### config.mk
export PLATFORM = sky130hd
export DESIGN_NAME = i2s_rx
export DESIGN_NICKNAME = d
export VERILOG_FILES = /design/src/rtl/i2s_rx.sv
export SDC_FILE = /design/constraint.sdc
export NUM_CORES = 1
export LEC_CHECK = 0
export ABC_CLOCK_PERIOD_IN_PS = 3400
export CORE_MARGIN = 5
export CORE_UTILIZATION = 36
export DETAILED_ROUTE_END_ITERATION = 12
export SLEW_MARGIN = 20
export SYNTH_ARGS = -nofsm -noshare
export SYNTH_HDL_FRONTEND = slang
export SYNTH_SLANG_ARGS = --single-unit
### constraint.sdc
create_clock -name clk -period 3.4 [get_ports clk]
set_input_delay 0.68 -clock clk [delete_from_list [all_inputs] [get_ports clk]]
set_output_delay 0.68 -clock clk [all_outputs]
set_load 0.05 [all_outputs]
### src/rtl/i2s_rx.sv
// I2S slave receiver. BCLK, WS and SD are treated as asynchronous to clk and
// oversampled. The receiver deserializes them into left/right PCM words.
// It uses the standard one-bit delay: the bit sampled on the rise where WS
// changes is the LSB of the word that belongs to the previous WS value.
//
// Ports:
//   clk, rst_n        system clock, asynchronous active-low reset
//   i2s_bclk_in       bit clock; only its rising edges are used
//   i2s_ws_in         word select (0 = left, 1 = right)
//   i2s_d_in          serial data, MSB first
//   left_data_out     last complete left word, held until the next pair
//   right_data_out    last complete right word, held until the next pair
//   sample_valid_out  one-clk pulse when a new L/R pair is presented
//   short_err_out     one-clk pulse when a word had fewer than SAMPLE_W bits
//   locked_out        high once frame alignment has been acquired
//   err_count_out     saturating count of short words
//                     (only present when I2S_RX_ERR_CNT_EN is defined)
module i2s_rx #(
  parameter int unsigned SAMPLE_W = 16,
  parameter int unsigned CNT_W    = 6
) (
  input  logic                clk,
  input  logic                rst_n,
  input  logic                i2s_bclk_in,
  input  logic                i2s_ws_in,
  input  logic                i2s_d_in,
  output logic [SAMPLE_W-1:0] left_data_out,
  output logic [SAMPLE_W-1:0] right_data_out,
  output logic                sample_valid_out,
  output logic                short_err_out,
  output logic                locked_out
`ifdef I2S_RX_ERR_CNT_EN
  ,
  output logic [7:0]          err_count_out
`endif
);

  localparam logic [SAMPLE_W-1:0] MSB_ONE   = {1'b1, {(SAMPLE_W-1){1'b0}}};
  localparam logic [CNT_W-1:0]    CNT_MAX   = '1;
  localparam logic [CNT_W-1:0]    SHORT_LIM = CNT_W'(SAMPLE_W - 1);

  typedef enum logic {SYNC, RUN} state_t;

  logic [2:0]          bclk_sync;
  logic [1:0]          ws_sync;
  logic [1:0]          d_sync;
  logic                rise_c;

  logic                rise_q;
  logic                ws_q;
  logic                d_q;

  logic [SAMPLE_W-1:0] shreg;
  logic [SAMPLE_W-1:0] word_c;
  logic [CNT_W-1:0]    bit_cnt;
  logic                ws_prev;

  logic                done_v;
  logic                done_right;
  logic                done_short;
  logic [SAMPLE_W-1:0] done_word;

  state_t              state;
  logic                have_left;
  logic [SAMPLE_W-1:0] left_hold;

  // Two-flop synchronizers; the third BCLK flop feeds the rise detector.
  always_ff @(posedge clk or negedge rst_n) begin
    if (!rst_n) begin
      bclk_sync <= '0;
      ws_sync   <= '0;
      d_sync    <= '0;
    end else begin
      bclk_sync <= {bclk_sync[1:0], i2s_bclk_in};
      ws_sync   <= {ws_sync[0], i2s_ws_in};
      d_sync    <= {d_sync[0], i2s_d_in};
    end
  end

  assign rise_c = bclk_sync[1] & ~bclk_sync[2];

  // Detect stage: register the rise together with the WS/SD values it samples.
  always_ff @(posedge clk or negedge rst_n) begin
    if (!rst_n) begin
      rise_q <= 1'b0;
      ws_q   <= 1'b0;
      d_q    <= 1'b0;
    end else begin
      rise_q <= rise_c;
      ws_q   <= ws_sync[1];
      d_q    <= d_sync[1];
    end
  end

  // The word is kept left-aligned. Each bit lands at position SAMPLE_W-1-bit_cnt,
  // so short words are zero-filled and bits past SAMPLE_W are masked to nothing.
  assign word_c = d_q ? (shreg | (MSB_ONE >> bit_cnt)) : shreg;

  // Capture stage: shift bits and close a word on each WS change.
  always_ff @(posedge clk or negedge rst_n) begin
    if (!rst_n) begin
      shreg      <= '0;
      bit_cnt    <= '0;
      ws_prev    <= 1'b0;
      done_v     <= 1'b0;
      done_right <= 1'b0;
      done_short <= 1'b0;
      done_word  <= '0;
    end else begin
      done_v <= 1'b0;
      if (rise_q) begin
        if (ws_q != ws_prev) begin
          done_v     <= 1'b1;
          done_word  <= word_c;
          done_right <= ws_prev;
          done_short <= (bit_cnt < SHORT_LIM);
          ws_prev    <= ws_q;
          bit_cnt    <= '0;
          shreg      <= '0;
        end else begin
          shreg <= word_c;
          if (bit_cnt != CNT_MAX) bit_cnt <= bit_cnt + CNT_W'(1);
        end
      end
    end
  end

  // Frame FSM: acquire lock on the first boundary, then pair left with right.
  always_ff @(posedge clk or negedge rst_n) begin
    if (!rst_n) begin
      state            <= SYNC;
      have_left        <= 1'b0;
      left_hold        <= '0;
      left_data_out    <= '0;
      right_data_out   <= '0;
      sample_valid_out <= 1'b0;
      short_err_out    <= 1'b0;
      locked_out       <= 1'b0;
    end else begin
      sample_valid_out <= 1'b0;
      short_err_out    <= 1'b0;
      if (done_v) begin
        case (state)
          SYNC: begin
            state      <= RUN;
            locked_out <= 1'b1;
          end
          RUN: begin
            short_err_out <= done_short;
            if (!done_right) begin
              left_hold <= done_word;
              have_left <= 1'b1;
            end else if (have_left) begin
              left_data_out    <= left_hold;
              right_data_out   <= done_word;
              sample_valid_out <= 1'b1;
              have_left        <= 1'b0;
            end
          end
        endcase
      end
    end
  end

`ifdef I2S_RX_ERR_CNT_EN
  // Saturating short-word counter; it is updated alongside the short_err_out pulse.
  always_ff @(posedge clk or negedge rst_n) begin
    if (!rst_n) begin
      err_count_out <= '0;
    end else if (done_v && (state == RUN) && done_short && (err_count_out != 8'hFF)) begin
      err_count_out <= err_count_out + 8'd1;
    end
  end
`endif

endmodule

Yosys cells after proc, flatten, opt, wreduce, memory -nomap -nowiden:

Cells that the tools add are included.

* add/sub/neg operators: 1
* order comparisons: 1
* equality and inequality tests: 2
* shift-type cells: 1
* multiplexer cells: 13
* bitwise logic cells: 5
* reduce and logical (&&, ||, !) cells: 7

Operators with widths (number)
* $mux 16: 2
* $or 16x16->16: 1
* $shr 16x6->16 const A: 1
* $mux 6: 2
* $mux 1: 9
* $reduce_and 2->1: 4
* $add 6x1->6 const B: 1
* $lt 6x4->1 const B: 1
* $ne 6x6->1 const B: 1
* $reduce_and 4->1: 1
* $not 1->1: 3
* $reduce_and 3->1: 1
* $reduce_bool 2->1: 1
* $and 1x1->1: 1
* $ne 1x1->1: 1

* register bits: 105
* input bits: 5
* output and inout port bits: 35
* logic and storage cells: 51

Depth between registers and ports, before layout:

* depth in word-level cells: 4
* mapped depth: 6
* depth with buffers taken out: 4

Worst setup path before layout:

No wires, ideal clock.

* kind: flip-flop to flip-flop
* from: register bit_cnt[5]
* to: register done_word[6]
* library setup time: 73 ps
* arrival time: 1232 ps
* data required time: 3327 ps
* setup slack: 2095 ps
* stages on the path, launching flop included: 7
* buffers on the path: 3
* clock period less this slack: 1305 ps
* cells stage by stage: dfrtp_1 buf_6 nor4bb_1 buf_4 buf_12 a31oi_1 a21oi_2

* word-level cells in the longest chain between the ends: 3

Ends and longest elaborated chain
* start: declaration: RTL line 55 `logic [CNT_W-1:0] bit_cnt;`
* start signal: assignment: RTL line 122 `if (bit_cnt != CNT_MAX) bit_cnt <= bit_cnt + CNT_W'(1);`
* $shr 16x6->16: RTL line 97 `assign word_c = d_q ? (shreg | (MSB_ONE >> bit_cnt)) : shreg;`
* $or 16x16->16: RTL line 97
* $mux 16: RTL line 97
* end signal: assignment: RTL line 114 `done_word <= word_c;`
* end: declaration: RTL line 61 `logic [SAMPLE_W-1:0] done_word;`

Every way passes these cells.
A chain may end at the register's enable or synchronous reset.

Worst setup path in the final report:

* from: register right_data_out[7]
* to: output port right_data_out[7]

RTL lines
* start: declaration: RTL line 28 `output logic [SAMPLE_W-1:0] right_data_out,`
* start signal: assignment: RTL line 155 `right_data_out <= done_word;`

No word-level cell between the ends.

==> reports/metrics.cfg <==
[synthesis]
synth-seq-cells=105
synth_area_um2=4180
syn_nets=322
synth.distinct_cells=41
seq_area_frac_synth_pct=62.9
ys_warn_count=0
synth_area_per_cell_um2=13.2
synth_cells=316

[global_routing]
grt_pass1_vias=2570
grt_start_max_net_pins=83
grtUsageTotal_pct=11.3
globalRoute.totalOverflow=0
antenna_found_initial=0
grt_pass1_wl_mm=13.0

[floorplan]
io_pins=40
die_width_um=118
core_area_um2=11400
rows=39
initial_core_util_pct=36.6
dieArea_um2=13900
die-height_um=118

[sta]
min_period_ns=2.18
slew_violations=0
max_freq_mhz=459
final-setup-viol-count=0
hold_slack_ns=0.348
tightest_slew_ns=0.738
period_share_pct=64.1
max_slew_margin_pct=50.7
grt_setup_unrepaired=false
worst_slack_ns=1.22
skew_ns=0.00462
hold_viol_final=0
setup_tns_ns=0

[clock_tree]
hold_buffers=0
clk_pin_slew_ns=0.07
cts_sinks=105
cts_buffers=9
cts_buffer_depth=2
h-tree-depth=3
cts_tree=built
cts_setup_buffers=0
root_buffer=clkbuf_16
cts-resized-gates=0
clock_latency_ns=0.34

[setup_path]
worstPathArrival_ns=1.50
crit_required_ns=2.72
worst_setup_path_end_kind=primary output
worst-setup-path-type=reg -> out
path_delay_family=buffers and inverters
path_max_fanout=2
cpPeakStageDelay_ns=0.80
path_buf_inv=1
critPathLaunchType=register
crit_chain=clkdlybuf4s50_1
crit_slowest_cell=clkdlybuf4s50_1

[place]
placed_area_um2=4640
pre_cts_ws_ns=1.58
dp_hpwl_mm=4.50
io_buffers=39
gp_congestion=0.779

[power_and_ir_drop]
intPower_mw=2.92
p_clk_share_pct=25.0
p_comb_share_pct=34.4
p_sw_share_pct=36.3
p_sw_mw=1.66
finalPower_mw=4.58
power.leakage_nw=2.21
pwr-share-seq_pct=40.6
power_density_nw_per_um2=920
ir_worst_vdd_mv=0.490

[route]
m1WireLength_mm=3.49
drt-initial-drc-count=197
ant_nets=0
wl_met2_mm=3.26
top_layer=met4
drcViolationCount=0
dr.pass1.iters=4
post_drt_wl_per_cell_um=14.8
via_per_inst=5.09
wl_met3_um=319
vias=2537
finalWirelength_mm=7.35

[run_status]
status=finished, final reports clean

[final_layout]
fin_area_um2=4980
n_antenna_cell=0
nets=356
layout_common_cells=dfrtp_1, mux2_2, a21oi_1, clkdlybuf4s50_1, a31oi_1
final_common_cell=dfrtp_1
area_delta_synth_final_pct=19.1
final_layout_size_suffix_gt1_share_pct=23.4

[min_path]
holdCritPathClass=reg -> reg

[job]
cap_viol_max_count=0

cell usage after synthesis:
library cell	number	area share [%]
nand2b_1	1	0.15
mux2i_1	1	0.24
clkbuf_1	4	0.36
and4_1	3	0.63
a21oi_1	38	4.6
nor2_1	20	1.8
ha_1	1	0.30
buf_6	5	1.3
xor2_1	1	0.21
a311oi_1	2	0.42
nand4_1	1	0.15
buf_12	1	0.48
o32ai_1	1	0.21
nor4b_1	1	0.21
a211oi_1	1	0.18
nand3_1	1	0.12
nor4b_4	1	0.57
nor2b_1	5	0.75
mux2_2	50	13
or4_1	1	0.18
dfrtp_1	105	63
and2_1	3	0.45
inv_1	6	0.54
a21o_1	1	0.18
nor3b_1	1	0.18
o31a_1	1	0.21
buf_2	9	1.1
nor4bb_1	1	0.24
a31oi_1	26	3.9
and3_1	1	0.15
a21oi_2	2	0.42
buf_4	5	0.90
nand3_2	1	0.24
o221ai_1	1	0.21
o211a_1	1	0.24
or2_2	1	0.15
nor3_1	4	0.48
nand2_1	5	0.45
nand4_2	1	0.30
a21boi_0	1	0.18
and4bb_2	1	0.30
per-layer routing:
layer  GRT usage (%)  vias to the layer above
li1                -                     1203
met1            14.8                     1262
met2            17.0                       57
met3            2.84                       15
met4            6.52                        0
met5               0                        -
worst reg2reg max path: cells and delay by family (launching register included):
kind / cells / cell delay, ns
XOR/XNOR: 1 / 0.13
AND/OR/NAND/NOR: 1 / 0.45
buffers and inverters: 2 / 0.57
AO/OA/AOI/OAI: 1 / 0.10
flip-flops: 1 / 0.40
layout make-up:
| type | count | area [µm²] |
|---|---|---|
| inverter | 6 | 22.5 |
| clock inverter | 6 | 97.6 |
| timing repair buffer | 47 | 452 |
| tap | 143 | 179 |
| multi-input combinational | 181 | 1360 |
| fill | 1070 | 6440 |
| clock buffer | 10 | 239 |
| sequential | 105 | 2630 |
cell families (layout without fill, tap and decap cells):
group | count (synthesis) | after routing | synth area share [%]
xor gates and xnor gates | 1 | 1 | 0.210
AOI/OAI and AO/OA | 75 | 75 | 10.7
muxes | 51 | 51 | 13.7
buffers and inverters | 30 | 69 | 4.70
adders and majority gates | 1 | 1 | 0.299
and+or+nand+nor | 53 | 53 | 7.49
DFF | 105 | 105 | 62.9
registers in the layout, summed over array words and instances, names as in the netlist, 2 cells and up:
name,flops
bclk_sync,3
bit_cnt,6
d_sync,2
done_word,16
left_data_out,16
left_hold,16
right_data_out,16
shreg,16
ws_sync,2
through the flow:
step / utilization [%] / std cells
2_1_floorplan: - / 316
3_3_place_gp: 40.6 / 482
3_5_place_dp: 40.6 / 482
4_1_cts: 43.6 / 498
5_1_grt: 43.6 / 498
6_report: 43.6 / 498
power groups by stage:
stage / Clock [mW] / Combinational [mW] / Sequential (mW)
finish: 1.14 / 1.57 / 1.86
global route: 1.23 / 1.67 / 1.92
CTS: 1.18 / 1.59 / 1.87
detailed placement: 0 / 1.59 / 1.90
global placement: 0 / 1.57 / 1.88
floorplan: 0 / 0.490 / 2.47
worst paths after layout:
path | startpoint | to | slack, ns | cells after the start
min | bclk_sync[0] | bclk_sync[1] | 0.35 | 0
min in group asynchronous | rst_n | left_data_out[3] | 0.37 | 1
max reg2reg | ws_q | done_word[4] | 1.63 | 5
max in group asynchronous | rst_n | d_q | 2.34 | 2
min reg2reg | bclk_sync[0] | bclk_sync[1] | 0.35 | 0
max | right_data_out[7] | right_data_out[7] | 1.22 | 1
No activity file was read; power rests on OpenSTA's default activity.
